===== src/rtl/freq_gate_controller_if.sv =====
// ============================================================================
// freq_gate_controller_if
// ----------------------------------------------------------------------------
// Result hand-off bus between the frequency-counter gate controller and the
// display side (OLED renderer).
//
// Signals:
//   result_out          : latched BCD result, 4 bits per digit
//   result_overflow_out : latched overflow flag, valid alongside result_out
//   result_valid_out    : a new result is pending for the display side
//   result_overrun_out  : a pending result was overwritten before being acked
//   result_ack_in       : display side has consumed the pending result
//
// Modports:
//   master : controller side (drives the result, samples the ack)
//   slave  : display side (samples the result, drives the ack)
// ============================================================================
interface freq_gate_controller_if #(
    parameter int DIGITS_NUM = 6
);

    logic [4*DIGITS_NUM-1:0] result_out;
    logic                    result_overflow_out;
    logic                    result_valid_out;
    logic                    result_overrun_out;
    logic                    result_ack_in;

    modport master (
        output result_out,
        output result_overflow_out,
        output result_valid_out,
        output result_overrun_out,
        input  result_ack_in
    );

    modport slave (
        input  result_out,
        input  result_overflow_out,
        input  result_valid_out,
        input  result_overrun_out,
        output result_ack_in
    );

endinterface


===== src/rtl/freq_gate_controller.sv =====
// ============================================================================
// freq_gate_controller
// ----------------------------------------------------------------------------
// Measurement sequencer for the frequency counter. The external signal is
// synchronised and edge-detected; each rising edge seen during the gate window
// becomes a one-cycle count pulse for the external N-digit BCD counter. At the
// end of the window the counter value and an overflow flag are latched into a
// holding register and handed to the display side through a valid/ack
// handshake, so the display never reads a counter that is still counting.
//
// Parameters:
//   DIGITS_NUM  : BCD digits of the attached counter and of the result
//   GATE_CYCLES : gate window length in clk_in cycles (must be >= 4)
//
// Ports:
//   clk_in             : system clock
//   reset_in           : asynchronous active-low reset
//   signal_in          : measured signal, asynchronous to clk_in
//   start_in           : single-shot request, honoured only while idle
//   continuous_in      : free-running measurement mode
//   counter_digits_in  : BCD value from the counter
//   counter_carry_in   : top-digit carry from the counter
//   counter_reset_out  : active-high reset to the counter
//   counter_enable_out : one-cycle count pulse per rising edge of signal_in
//   gate_out           : high for every gate cycle
//   busy_out           : high whenever a measurement is in progress
//   disp               : result hand-off bus (master side)
// ============================================================================
module freq_gate_controller #(
    parameter int DIGITS_NUM  = 6,
    parameter int GATE_CYCLES = 12_000_000
) (
    input  logic                    clk_in,
    input  logic                    reset_in,
    input  logic                    signal_in,
    input  logic                    start_in,
    input  logic                    continuous_in,
    input  logic [4*DIGITS_NUM-1:0] counter_digits_in,
    input  logic                    counter_carry_in,
    output logic                    counter_reset_out,
    output logic                    counter_enable_out,
    output logic                    gate_out,
    output logic                    busy_out,
    freq_gate_controller_if.master  disp
);

    // The gate counter only has to reach GATE_CYCLES-1, so $clog2 bits suffice
    // even when GATE_CYCLES is a power of two.
    localparam int              CNT_W      = (GATE_CYCLES > 1) ? $clog2(GATE_CYCLES) : 1;
    localparam logic [CNT_W-1:0] LAST_COUNT = CNT_W'(GATE_CYCLES - 1);

    typedef enum logic [1:0] {
        IDLE  = 2'd0,
        CLEAR = 2'd1,
        GATE  = 2'd2,
        LATCH = 2'd3
    } state_t;

    state_t             state;
    logic [CNT_W-1:0]   gate_count;
    logic               overflow_acc;
    logic               sync_q1;
    logic               sync_q2;
    logic               sync_q3;
    logic               rise;

    // Two flops resolve metastability; the third holds the previous
    // synchronised level so a rising edge shows up as a single-cycle pulse.
    always_ff @(posedge clk_in or negedge reset_in) begin
        if (!reset_in) begin
            sync_q1 <= 1'b0;
            sync_q2 <= 1'b0;
            sync_q3 <= 1'b0;
        end else begin
            sync_q1 <= signal_in;
            sync_q2 <= sync_q1;
            sync_q3 <= sync_q2;
        end
    end

    assign rise = sync_q2 & ~sync_q3;

    // Edges outside the gate window are simply dropped, never deferred.
    assign counter_enable_out = rise & (state == GATE);

    // Sequencer. The counter is held in reset while idle and during CLEAR so
    // every window starts from zero; the gate counter times the window and the
    // overflow accumulator remembers any carry-out seen while counting.
    always_ff @(posedge clk_in or negedge reset_in) begin
        if (!reset_in) begin
            state             <= IDLE;
            gate_count        <= '0;
            overflow_acc      <= 1'b0;
            counter_reset_out <= 1'b1;
            gate_out          <= 1'b0;
            busy_out          <= 1'b0;
        end else begin
            case (state)
                IDLE: begin
                    if (start_in | continuous_in) begin
                        state             <= CLEAR;
                        busy_out          <= 1'b1;
                        counter_reset_out <= 1'b1;
                    end
                end
                CLEAR: begin
                    gate_count        <= '0;
                    overflow_acc      <= 1'b0;
                    state             <= GATE;
                    gate_out          <= 1'b1;
                    counter_reset_out <= 1'b0;
                end
                GATE: begin
                    gate_count <= gate_count + CNT_W'(1);
                    if (counter_carry_in & counter_enable_out) begin
                        overflow_acc <= 1'b1;
                    end
                    if (gate_count == LAST_COUNT) begin
                        state    <= LATCH;
                        gate_out <= 1'b0;
                    end
                end
                LATCH: begin
                    counter_reset_out <= 1'b1;
                    if (continuous_in) begin
                        state <= CLEAR;
                    end else begin
                        state    <= IDLE;
                        busy_out <= 1'b0;
                    end
                end
                default: begin
                    state             <= IDLE;
                    gate_out          <= 1'b0;
                    busy_out          <= 1'b0;
                    counter_reset_out <= 1'b1;
                end
            endcase
        end
    end

    // Holding register and handshake. A latch always overwrites the held
    // data; an ack arriving in the same cycle as a latch retires the old data,
    // so the new result stays valid and no overrun is flagged.
    always_ff @(posedge clk_in or negedge reset_in) begin
        if (!reset_in) begin
            disp.result_out          <= '0;
            disp.result_overflow_out <= 1'b0;
            disp.result_valid_out    <= 1'b0;
            disp.result_overrun_out  <= 1'b0;
        end else if (state == LATCH) begin
            disp.result_out          <= counter_digits_in;
            disp.result_overflow_out <= overflow_acc;
            disp.result_valid_out    <= 1'b1;
            disp.result_overrun_out  <= (disp.result_valid_out & ~disp.result_ack_in)
                                        | (disp.result_overrun_out & ~disp.result_ack_in);
        end else if (disp.result_ack_in) begin
            disp.result_valid_out   <= 1'b0;
            disp.result_overrun_out <= 1'b0;
        end
    end

endmodule


===== src/flat_wrapper.sv =====
// flat-port wrapper written by rule: the top's interface ports become plain ports
module freq_gate_controller_flat 
#(
    parameter int DIGITS_NUM  = 6,
    parameter int GATE_CYCLES = 12_000_000
)
  (clk_in, reset_in, signal_in, start_in, continuous_in, counter_digits_in, counter_carry_in, counter_reset_out, counter_enable_out, gate_out, busy_out, disp_result_out, disp_result_overflow_out, disp_result_valid_out, disp_result_overrun_out, disp_result_ack_in);
  freq_gate_controller_if #(.DIGITS_NUM(DIGITS_NUM)) disp_i ();
  input  logic clk_in;
  input  logic reset_in;
  input  logic signal_in;
  input  logic start_in;
  input  logic continuous_in;
  input  logic [4*DIGITS_NUM-1:0] counter_digits_in;
  input  logic counter_carry_in;
  output logic counter_reset_out;
  output logic counter_enable_out;
  output logic gate_out;
  output logic busy_out;
  output wire logic [$bits(disp_i.result_out)-1:0] disp_result_out;
  output wire logic [$bits(disp_i.result_overflow_out)-1:0] disp_result_overflow_out;
  output wire logic [$bits(disp_i.result_valid_out)-1:0] disp_result_valid_out;
  output wire logic [$bits(disp_i.result_overrun_out)-1:0] disp_result_overrun_out;
  input wire logic [$bits(disp_i.result_ack_in)-1:0] disp_result_ack_in;
  assign disp_result_out = disp_i.result_out;
  assign disp_result_overflow_out = disp_i.result_overflow_out;
  assign disp_result_valid_out = disp_i.result_valid_out;
  assign disp_result_overrun_out = disp_i.result_overrun_out;
  assign disp_i.result_ack_in = disp_result_ack_in;
  freq_gate_controller #(.DIGITS_NUM(DIGITS_NUM), .GATE_CYCLES(GATE_CYCLES)) u_core (.clk_in(clk_in), .reset_in(reset_in), .signal_in(signal_in), .start_in(start_in), .continuous_in(continuous_in), .counter_digits_in(counter_digits_in), .counter_carry_in(counter_carry_in), .counter_reset_out(counter_reset_out), .counter_enable_out(counter_enable_out), .gate_out(gate_out), .busy_out(busy_out), .disp(disp_i));
endmodule

===== config.mk =====
export PLATFORM = sky130hd
export DESIGN_NAME = freq_gate_controller_flat
export DESIGN_NICKNAME = d
export VERILOG_FILES = /design/src/rtl/freq_gate_controller_if.sv /design/src/rtl/freq_gate_controller.sv /design/src/flat_wrapper.sv
export SDC_FILE = /design/constraint.sdc
export NUM_CORES = 1
export LEC_CHECK = 0
export BUFFER_PORTS_ARGS = -buffer_cell sky130_fd_sc_hd__buf_2
export CAP_MARGIN = 20
export CORE_MARGIN = 10
export CORE_UTILIZATION = 55
export CTS_BUF_LIST = sky130_fd_sc_hd__clkbuf_4
export CTS_CLUSTER_SIZE = 8
export DETAILED_ROUTE_END_ITERATION = 8
export PLACE_DENSITY = 0.86
export SLEW_MARGIN = 10
export SYNTH_ARGS = -nofsm -noshare
export SYNTH_HDL_FRONTEND = slang
export SYNTH_SLANG_ARGS = --single-unit

===== constraint.sdc =====
create_clock -name clk_in -period 3 [get_ports clk_in]
set_clock_uncertainty 0.05 [all_clocks]
set_input_delay 0.15 -clock clk_in [delete_from_list [all_inputs] [get_ports clk_in]]
set_output_delay 0.15 -clock clk_in [all_outputs]
set_load 0.01 [all_outputs]

## After elaboration in Yosys (flattened, before gate mapping)

Index checks and enable logic that the tools add are counted.

- Flip-flop bits (word level): 60
- Input bits: 31
- Output and inout port bits: 31

- Add/subtract/negate cells: 1
- Eq/ne operators: 8
- Multiplexer cells: 16
- Bitwise gates (word level): 9
- Reduce and logical (&&, ||, !) cells: 10

Operators by type and width:

| operator | count |
|---|---|
| 24-bit one-hot mux with 2 select lines | 1 |
| 24-bit by 1-bit adder with 24-bit output, second input constant | 1 |
| 24-bit == test, second input constant | 1 |
| 1-bit 2-to-1 mux | 8 |
| 2-bit one-hot mux with 4 select lines | 1 |
| 2-bit AND reduction | 4 |
| 2-bit inequality test, second input constant | 3 |
| 1-bit one-hot mux with 2 select lines | 3 |
| 2-bit nonzero test | 3 |
| 1-bit bitwise AND | 5 |
| 2-bit == test, second input constant | 2 |
| 2-bit 2-to-1 mux | 2 |
| 1-bit one-hot mux with 3 select lines | 1 |
| 3-bit AND reduction | 1 |
| 3-bit nonzero test | 1 |
| 2-bit by 1-bit == test with 1-bit output, second input constant | 1 |
| 2-bit zero test | 1 |
| 2-bit by 1-bit inequality test with 1-bit output, second input constant | 1 |
| 1-bit inverter | 2 |
| 1-bit bitwise OR | 2 |

## Depth between registers and ports, before layout

Gate-level depths: netlist (run 1).

- Word-level depth: 6
- Gate-level depth with buffers: 8
- Mapped depth without buffers: 6

## Worst setup path after synthesis (run 1)

Ideal clock, no wire load.

- Path kind: register -> register
- Start: register u_core.state[0]
- End: register u_core.gate_count[18]
- Arrival time: 2.226 ns
- Data required time: 2.825 ns
- Path slack: 0.598 ns
- Stages on the path, launching flop included: 8
- Path buffers: 1
- Cell sequence: dfrtp_1 inv_1 ha_1 buf_4 nand3_2 or4_4 or4_4 mux2_4

- Longest elaborated chain between the ends: 2

RTL lines:

| item | line | RTL |
|---|---|---|
| from (decl) | freq_gate_controller.sv:59 | `state_t state;` |
| from (signal assigned) | freq_gate_controller.sv:91 | `state <= IDLE;` |
| from (signal assigned) | freq_gate_controller.sv:101 | `state <= CLEAR;` |
| from (signal assigned) | freq_gate_controller.sv:109 | `state <= GATE;` |
| 2-bit == test or 2-bit by 1-bit == test with 1-bit output (tied branches) | freq_gate_controller.sv:98 | `case (state)` |
| 24-bit one-hot mux with 2 select lines or 2-bit nonzero test (tied branches) | - |  |
| to (signal assigned) | freq_gate_controller.sv:114 | `gate_count <= gate_count + CNT_W'(1);` |
| to (decl) | freq_gate_controller.sv:60 | `logic [CNT_W-1:0] gate_count;` |

Parallel ways exist; a longest one is shown, timed or not.
A chain may end at the register's enable or synchronous reset.

## Worst setup path in the final report (run 1)

Same ends and word-level chain as after synthesis.

==> results of run 1 <==
## worst max-delay path by stage
stage	startpoint	to	slack, ns	cells after the start
2_1_floorplan	u_core.state[0]	u_core.gate_count[18]	0.60	7
3_3_place_gp	u_core.state[0]	u_core.gate_count[18]	0.63	6
3_5_place_dp	u_core.state[0]	u_core.gate_count[18]	0.58	6
4_1_cts	u_core.state[0]	u_core.gate_count[18]	0.56	6
5_1_grt	u_core.state[1]	u_core.gate_count[18]	0.43	6
6_report	u_core.state[0]	u_core.gate_count[18]	0.54	6
## metal layers
layer | up-vias | track usage [%] | share of wire (%)
li1 | 1095 | - | -
met1 | 1151 | 17.9 | 36
met2 | 75 | 32.4 | 56
met3 | 15 | 4.86 | 5.8
met4 | 0 | 9.53 | 2.1
met5 | - | 0 | 0
## synthesized netlist by cell type, drive strengths merged (2+ instances only)
library cell  count
or3               2
nor4              4
a21oi            13
o31ai             7
inv              10
or2               2
or4              10
mux2             29
dfrtp            59
nor3              8
mux2i             3
clkbuf            7
nand2            15
buf               2
xnor2             4
nor2             12
a211oi            2
nand4b            2
a21o              5
nor2b             4
nand3            14
o21ai             7
and3              3
ha                6
nand4             4
## repair_timing
action	CTS	global route
buffers inserted	0	0
hold endpoints to repair	72	0
hold buffers	28	0
## area by class of cell
| class | count | area [µm²] |
|---|---|---|
| Tap cell | 67 | 83.8 |
| Sequential cell | 60 | 1500 |
| Inverter | 10 | 37.5 |
| Fill cell | 322 | 1220 |
| Clock buffer | 9 | 67.6 |
| Multi-Input combinational cell | 167 | 1210 |
| Clock inverter | 6 | 80.1 |
| Timing Repair Buffer | 93 | 616 |
## report_power, final
group | leakage (µW) | internal, µW | switching [µW] | total [µW]
Combinational | 0.000791 | 553 | 680 | 1230
Sequential | 0.000759 | 1040 | 139 | 1180
Clock | 0.0000769 | 326 | 302 | 629
Total | 0.00163 | 1920 | 1120 | 3040
## cell families after synthesis
| family | count (synthesis) |
|---|---|
| AND/OR/NAND/NOR | 86 |
| flip-flops | 60 |
| buffers and inverters | 19 |
| XOR/XNOR | 4 |
| multiplexers | 32 |
| AO/OA/AOI/OAI | 39 |
| adder cells (fa/ha/maj) | 6 |
## per-stage QoR
stage,setup slack [ns],cell area (µm²),hold WS (ns),utilization [%],cells
6_report,0.540,3590,0.0479,74.6,412
5_1_grt,0.431,3590,0.0572,74.6,412
4_1_cts,0.556,3590,0.0335,74.6,412
3_5_place_dp,0.582,3170,0.210,65.7,369
3_3_place_gp,0.634,3170,0.209,65.7,369
2_1_floorplan,0.598,2780,-0.196,-,246
## worst min-delay path, stage by stage
cell	delay, ns
buf_2	0.10
nor3_1	0.05
a211oi_1	0.15
==> impl_metrics.json, run 1 <==
{
  "required_ns": 3.26,
  "die_y_um": 91.1,
  "cpMostUsedCell": "or4_4",
  "routed_wl_mm": 7.17,
  "synthArstFlopShare_pct": 100,
  "path_max_fanout": 5,
  "synthAdderAreaFrac_pct": 2.70,
  "synth_edf_count": 0,
  "hold_class": "input pin to register",
  "grt_pass1_vias": 2395,
  "r2r-start": "u_core.state[0]",
  "pin_count": 62,
  "ys_seq_area_share_pct": 54.0,
  "first_iter_violations": 214,
  "synth_flop_cell": "dfrtp_1",
  "ff2ff_setup_slack_ns": 0.54,
  "synth.area.mux_share_pct": 12.9,
  "vdd_ir_drop_max_v": 0.000659,
  "final_cell_mix": "buf_2, dfrtp_1, dlygate4sd3_1",
  "worst_slew_pin_slew_ns": 0.988,
  "crit_chain": "inv_1, ha_1, nand3_2, or4_4, or4_4, mux2_4",
  "worstReg2RegEnd": "u_core.gate_count[18]",
  "clockBufferDepth": 2,
  "cp-end-kind": "register",
  "clock_latency_ns": 0.41,
  "synth_top_area_share_pct": 53.0,
  "top_regs": "u_core.disp.result_out: 24 flops, u_core.gate_count: 24 flops, u_core.state: 2 flops",
  "ant_nets": 0,
  "status": "complete, no violations",
  "dieArea_um2": 8310,
  "startpoint_type": "register",
  "syn_avg_cell_area_um2": 11.3,
  "hold_end": "u_core.busy_out",
  "cp_top_family": "simple AND/OR/NAND/NOR gates",
  "leakagePower_uw": 0.00163,
  "synth_xor_area_share_pct": 1.26,
  "htreeDepth": 3,
  "syn_nets": 283,
  "cap_violations": 0,
  "synthSimpleGateAreaFrac_pct": 17.5,
  "report.final.slew_viol_count": 0,
  "final_common_cell": "buf_2",
  "worst-path-buf-inv": 1,
  "cts_buffers": 9,
  "yosys_register_bits": 60,
  "synth_cells": 246,
  "netlist_top_cells_area": "dfrtp_1, mux2_2, ha_1, a21oi_1, nand3_1",
  "layout.nets": 378,
  "period_share_pct": 82.0,
  "cp_slowest_cell": "or4_4",
  "rsz0062_at_grt": "false",
  "num_vias": 2336,
  "detail_route.vias_per_cell": 5.67,
  "rows": 25,
  "synth_top_family_by_area": "simple AND/OR/NAND/NOR gates",
  "power.density_nw_per_um2": 847,
  "slew_headroom_pct": 34.1,
  "drt-wirelength-per-cell_um": 17.4,
  "num_antenna_cells": 0,
  "min_from": "start_in",
  "start_util_pct": 57.8,
  "setup_viol": 0,
  "post_cts_resized": 0,
  "fin_crit_ns": 2.46,
  "io_buffers": 61,
  "antenna_found_initial": 0,
  "clk_pin_slew_ns": 0.10,
  "globalplace.congestion": 0.820,
  "grt_pass1_wl_mm": 11.8,
  "syn_to_final_growth_pct": 29.1,
  "synth-compound-area-share_pct": 8.90,
  "tns_ns": 0,
  "reg2reg_depth": 6,
  "cts_root_buf": "clkbuf_4",
  "cts_tree": "yes",
  "fmax_mhz": 406,
  "layout-drive-gt1-share_pct": 32.5,
  "yosys.area.top_type": "dfrtp_1",
  "power_uw": 3040,
  "cpPeakStageDelay_ns": 0.59,
  "core_area_um2": 4820,
  "remaining_drc_errors": 0,
  "yosysWarnings": 0,
  "drt_pass1_iterations": 4,
  "whs_path_depth": 3,
  "yosysUniqueCellTypes": 43,
  "die_x_um": 91.1,
  "synth_area_um2": 2780,
  "finalHoldViolations": 0,
  "cp.arrival_ns": 2.72,
  "overflow": 0,
  "cts_sinks": 60,
  "worstSetupPathType": "register to register",
  "grt_usage_pct": 17.7,
  "grt_start_max_net_pins": 47,
  "hpwl_mm": 4.62
}
No activity file was read; power rests on OpenSTA's default activity.
==> run 2: changes to the inputs <==
--- a/config.mk
+++ b/config.mk
@@ -5,6 +5,7 @@
 export SDC_FILE = /design/constraint.sdc
 export NUM_CORES = 1
 export LEC_CHECK = 0
+export ABC_AREA = 1
 export BUFFER_PORTS_ARGS = -buffer_cell sky130_fd_sc_hd__buf_2
 export CAP_MARGIN = 20
 export CORE_MARGIN = 10
@@ -12,7 +13,7 @@
 export CTS_BUF_LIST = sky130_fd_sc_hd__clkbuf_4
 export CTS_CLUSTER_SIZE = 8
 export DETAILED_ROUTE_END_ITERATION = 8
-export PLACE_DENSITY = 0.86
+export PLACE_DENSITY = 0.85
 export SLEW_MARGIN = 10
 export SYNTH_ARGS = -nofsm -noshare
 export SYNTH_HDL_FRONTEND = slang
==> constraint.sdc (replaced) <==
create_clock -name clk_in -period 2.5 [get_ports clk_in]
set_clock_uncertainty 0.05 [all_clocks]
set_input_delay 0.125 -clock clk_in [delete_from_list [all_inputs] [get_ports clk_in]]
set_output_delay 0.125 -clock clk_in [all_outputs]
set_load 0.01 [all_outputs]
==> run 2 against run 1 <==
Net effect:
- register-to-register slack got worse by 0.38 ns
- sequential power increased by 19%
- non-clock buffer count decreased by 1
- largest cell class unchanged
- routed wire length increased by 14%
- worst setup slack got worse by 0.38 ns
==> impl_metrics.json, run 2 <==
{
  "status": "complete, no violations",
  "grt_usage_pct": 18.6,
  "hold_class": "input pin to register",
  "finalHoldViolations": 0,
  "path_depth": 9,
  "overflow": 0,
  "reg2reg_depth": 9,
  "num_vias": 2845,
  "synth_area_um2": 2970,
  "core_area_um2": 5170,
  "post_cts_resized": 0,
  "switchingPower_uw": 1550,
  "period_share_pct": 93.7,
  "ys_seq_area_share_pct": 50.6,
  "cpMostUsedCell": "inv_1",
  "rows": 26,
  "tns_ns": 0,
  "top_regs": "u_core.disp.result_out: 24 flops, u_core.gate_count: 24 flops, u_core.state: 2 flops",
  "detail_route.vias_per_cell": 5.14,
  "multi_input_area_um2": 1270,
  "syn_to_final_growth_pct": 26.7,
  "required_ns": 2.74,
  "routed_wl_mm": 8.14,
  "worstSetupPathType": "register to register",
  "cp-end-kind": "register",
  "power_frac_comb_pct": 41.5,
  "worst-path-buf-inv": 4,
  "cap_violations": 0,
  "grt_pass1_vias": 2781,
  "crit_path_end": "u_core.gate_count[6]",
  "crit_start": "u_core.state[0]",
  "cts_hold_buf": 29,
  "clock_latency_ns": 0.40,
  "setup_viol": 0,
  "ff2ff_setup_slack_ns": 0.16,
  "drt_pass1_iterations": 5,
  "cp_top_family": "adder cells",
  "start_util_pct": 57.4,
  "htreeDepth": 3,
  "synth_top_area_share_pct": 49.7,
  "place_inst": 508,
  "io_buffers": 61,
  "cts_tree": "yes",
  "r2r-start": "u_core.state[0]",
  "report.final.slew_viol_count": 0,
  "worst_slew_pin_slew_ns": 0.737,
  "rsz0062_at_grt": "false",
  "clockBufferDepth": 2,
  "first_iter_violations": 267,
  "dieArea_um2": 8730,
  "final_cell_mix": "nand2_1, buf_2, dfrtp_1",
  "fmax_mhz": 427,
  "antenna_found_initial": 0,
  "crit_chain": "inv_1, ha_1, inv_1, nor2_4, inv_2, nand2_1, o21ai_0, o22ai_1, inv_1",
  "p_sw_share_pct": 43.2,
  "startpoint_type": "register",
  "cp_slowest_cell": "ha_1",
  "seqCellArea_um2": 1500,
  "layout-drive-gt1-share_pct": 21.1,
  "syn_nets": 422,
  "yosys.area.top_type": "dfrtp_1",
  "cts_sinks": 60,
  "yosysMostFrequentCell": "nand2_1",
  "slew_headroom_pct": 50.6,
  "grt_start_max_net_pins": 61,
  "cts_buffers": 9,
  "drt-wirelength-per-cell_um": 14.7,
  "grt_pass1_wl_mm": 13.0,
  "fin_crit_ns": 2.34,
  "cp.arrival_ns": 2.58,
  "cts_setup_buffers": 0,
  "power.density_nw_per_um2": 953,
  "yosysUniqueCellTypes": 28,
  "synth_cells": 385,
  "yosysWarnings": 0,
  "cpPeakStageDelay_ns": 0.61,
  "leakagePower_uw": 0.00195,
  "p_int_uw": 2040,
  "seqPwrFrac_pct": 39.4,
  "die_x_um": 93.5,
  "num_antenna_cells": 0,
  "pin_count": 62,
  "die_y_um": 93.5,
  "final_cells": 553,
  "yosys_register_bits": 60,
  "fill_cells": 357,
  "synthArstFlopShare_pct": 100,
  "synth_flop_cell": "dfrtp_1",
  "clkPwrFrac_pct": 19.1,
  "path_max_fanout": 16,
  "worstReg2RegEnd": "u_core.gate_count[6]",
  "final_common_cell": "nand2_1",
  "synth_edf_count": 0,
  "syn_avg_cell_area_um2": 7.71,
  "globalplace.congestion": 0.936,
  "hpwl_mm": 5.25,
  "clk_pin_slew_ns": 0.11,
  "synthTopCellsByCount": "nand2_1, dfrtp_1, nor2_1",
  "cts_root_buf": "clkbuf_4",
  "remaining_drc_errors": 0,
  "ant_nets": 0,
  "layout.nets": 515,
  "netlist_top_cells_area": "dfrtp_1, nand2_1, nor2_1, inv_1, nand3_1",
  "vdd_ir_drop_max_v": 0.000835
}
[run 2: per-stage QoR]
step,area [µm²],utilization [%],power [µW],worst slack [ns],hold WS [ns]
global placement,3340,64.5,2740,0.387,0.105
finish,3760,72.7,3590,0.157,0.117
global route,3760,72.7,3810,0.00471,0.140
CTS,3760,72.7,3530,0.208,0.106
detailed placement,3340,64.5,2820,0.226,0.104
floorplan,2970,-,2340,0.847,-0.221
[run 2: worst register-to-register path, cell delays in order (launching register included)]
cell,delay (ns)
dfrtp_1,0.43
inv_1,0.12
ha_1,0.61
inv_1,0.23
nor2_4,0.20
inv_2,0.17
nand2_1,0.13
o21ai_0,0.12
o22ai_1,0.13
inv_1,0.05
[run 2: metal layers]
layer,GRT usage (%),wire length (µm),vias up
li1,-,-,1384
met3,4.16,474,31
met1,20.0,3020,1306
met4,10.7,303,0
met2,32.9,4340,124
met5,0,0,-
[run 2: cell families (layout without fill, tap and decap cells)]
group / count (synthesis) / in the layout / synth area share (%)
compound gates: 29 / 29 / 5.19
xor+xnor: 1 / 1 / 0.295
fa+ha+maj: 6 / 6 / 2.53
buf+inv: 47 / 145 / 6.45
flops: 60 / 60 / 50.6
simple gates: 242 / 242 / 34.9
[run 2: how the worst min path moves through the flow]
stage,endpoint,cells past startpoint,slack [ns],from
floorplan,u_core.busy_out,0,-0.22,reset_in
global placement,u_core.gate_count[10],2,0.11,reset_in
detailed placement,u_core.gate_count[10],2,0.10,reset_in
CTS,u_core.state[0],5,0.11,start_in
global route,u_core.state[0],5,0.14,start_in
finish,u_core.state[0],5,0.12,start_in
[run 2: power by group through the flow]
stage	registers (µW)	logic, µW	clock network, µW
global route	1440	1640	727
finish	1410	1490	685
global placement	1390	1350	0
CTS	1390	1460	682
detailed placement	1400	1410	0
floorplan	1510	837	0
[run 2: layout make-up]
class,count,share of cell area [%]
Clock inverter,7,1.80
Timing Repair Buffer,92,16.6
Tap cell,70,2.33
Clock buffer,9,1.80
Inverter,37,3.69
Multi-Input combinational cell,278,33.9
Sequential cell,60,40.0
==> run 3: changes to the inputs <==
--- a/config.mk
+++ b/config.mk
@@ -7,10 +7,10 @@
 export LEC_CHECK = 0
 export ABC_AREA = 1
 export BUFFER_PORTS_ARGS = -buffer_cell sky130_fd_sc_hd__buf_2
-export CAP_MARGIN = 20
 export CORE_MARGIN = 10
 export CORE_UTILIZATION = 55
 export CTS_BUF_LIST = sky130_fd_sc_hd__clkbuf_4
+export CTS_CLUSTER_DIAMETER = 60
 export CTS_CLUSTER_SIZE = 8
 export DETAILED_ROUTE_END_ITERATION = 8
 export PLACE_DENSITY = 0.85
==> constraint.sdc (replaced) <==
create_clock -name clk_in -period 2.5 [get_ports clk_in]
set_clock_uncertainty 0.05 [all_clocks]
set_input_delay 0.5 -clock clk_in [delete_from_list [all_inputs] [get_ports clk_in]]
set_output_delay 0.5 -clock clk_in [all_outputs]
set_load 0.01 [all_outputs]
==> run 3 against run 2 <==
Net effect:
- maximum frequency grew 0.16%
- worst setup slack better by 0.0038 ns
- first-iteration DRC count down 17%
- sequential share of layout area rose by 2.6 points
- die area is the same
- total power grew 3.5%
- register-to-register slack gained 0.33 ns
- sequential cell count stayed put
- critical endpoint is now counter_enable_out
- highest routed layer unchanged
==> impl_metrics.json, run 3 (synthesized netlist as in run 2, its figures left out) <==
{
  "status": "complete, no violations",
  "antenna_found_initial": 0,
  "num_vias": 2644,
  "period_share_pct": 93.6,
  "fmax_mhz": 427,
  "overflow": 0,
  "top_regs": "u_core.disp.result_out: 24 flops, u_core.gate_count: 24 flops, u_core.state: 2 flops",
  "required_ns": 1.95,
  "drt_pass1_iterations": 4,
  "remaining_drc_errors": 0,
  "cts_buffers": 9,
  "worstSetupPathType": "register to primary output",
  "cap_violations": 0,
  "clockBufferDepth": 2,
  "ant_nets": 0,
  "start_util_pct": 57.4,
  "routed_wl_mm": 7.23,
  "grt_pass1_wl_mm": 12.1,
  "grt_start_max_net_pins": 33,
  "hpwl_mm": 5.38,
  "startpoint_type": "register",
  "rsz0062_at_grt": "false",
  "cts_setup_buffers": 0,
  "fill_cells": 404,
  "grt_pass1_vias": 2587,
  "core_area_um2": 5170,
  "first_iter_violations": 222,
  "hold_ws_ns": 0.0739,
  "cts_sinks": 60,
  "post_cts_resized": 0,
  "hold_class": "input pin to asynchronous set/reset pin",
  "cts_tree": "yes",
  "vdd_ir_drop_max_v": 0.000725,
  "report.final.slew_viol_count": 0,
  "dieArea_um2": 8730,
  "leakagePower_uw": 0.00187,
  "syn_to_final_growth_pct": 19.1,
  "layout.nets": 489,
  "final_util_pct": 68.3,
  "pin_count": 62,
  "cts_root_buf": "clkbuf_4",
  "clock_latency_ns": 0.41,
  "power.density_nw_per_um2": 1050,
  "cp_slowest_cell": "dfrtp_1",
  "worst_slew_pin_slew_ns": 0.704,
  "rows": 26,
  "io_buffers": 61,
  "die_y_um": 93.5,
  "finalHoldViolations": 0,
  "detail_route.vias_per_cell": 5.02,
  "tns_ns": 0,
  "num_antenna_cells": 0,
  "setup_viol": 0,
  "placed_area_um2": 3350,
  "cpPeakStageDelay_ns": 0.45,
  "path_max_fanout": 8,
  "power_uw": 3710,
  "htreeDepth": 3,
  "final_cell_mix": "nand2_1, buf_2, dfrtp_1",
  "cts_hold_buf": 0,
  "cp.arrival_ns": 1.79,
  "stdcell_area_um2": 3530,
  "die_x_um": 93.5,
  "layout-drive-gt1-share_pct": 23.2,
  "fin_crit_ns": 2.34,
  "crit_start": "u_core.state[0]",
  "clk_pin_slew_ns": 0.11,
  "multi_input_area_um2": 1270,
  "r2r-start": "u_core.state[0]",
  "crit_chain": "inv_1, ha_1, nand2_1, nor2_1, buf_2",
  "seqCellArea_um2": 1500,
  "drt-wirelength-per-cell_um": 13.7,
  "slew_headroom_pct": 53.0,
  "grt_usage_pct": 17.1,
  "final_common_cell": "nand2_1",
  "globalplace.congestion": 0.903,
  "cp-end-kind": "primary output"
}
-- run 3: stage by stage --
stage	setup slack [ns]	instances
2_1_floorplan	0.847	385
3_3_place_gp	0.673	511
3_5_place_dp	0.555	511
4_1_cts	0.159	527
5_1_grt	0.0276	527
6_report	0.160	527
-- run 3: worst paths after layout --
check / endpoint / slack [ns] / depth (start not counted)
max: counter_enable_out / 0.16 / 5
min: u_core.gate_count[10] / 0.07 / 1
max reg2reg: u_core.gate_count[4] / 0.49 / 9
min reg2reg: u_core.sync_q2 / 0.31 / 0
max in group asynchronous: u_core.sync_q2 / 1.66 / 2
min in group clk_in: u_core.sync_q1 / 0.14 / 1
-- run 3: routing by layer --
metal / vias to the layer above / share of wire [%] / global-route usage, %
met5: - / 0 / 0
met4: 0 / 1.6 / 5.78
met3: 10 / 4.4 / 5.04
met2: 65 / 51 / 28.5
met1: 1227 / 43 / 20.5
li1: 1342 / - / -
-- run 3: power breakdown --
| group | total (µW) | internal [µW] | switching (µW) |
|---|---|---|---|
| logic | 1410 | 484 | 931 |
| registers | 1390 | 1240 | 147 |
| clock network | 908 | 519 | 388 |
-- run 3: layout make-up --
class	instances	share of cell area, %
flip-flops and latches	60	42.5
multi-input cells	278	36.0
repair buffers	66	9.70
inverters	37	3.93
clock inverters	6	3.19
well taps	70	2.48
clock buffers	10	2.12
-- run 3: critical path, delay by kind of cell, from the launching register on --
kind / cells / cell delay (ns)
DFF: 1 / 0.45
and+or+nand+nor: 2 / 0.22
adders and majority gates: 1 / 0.40
buffers and inverters: 2 / 0.31
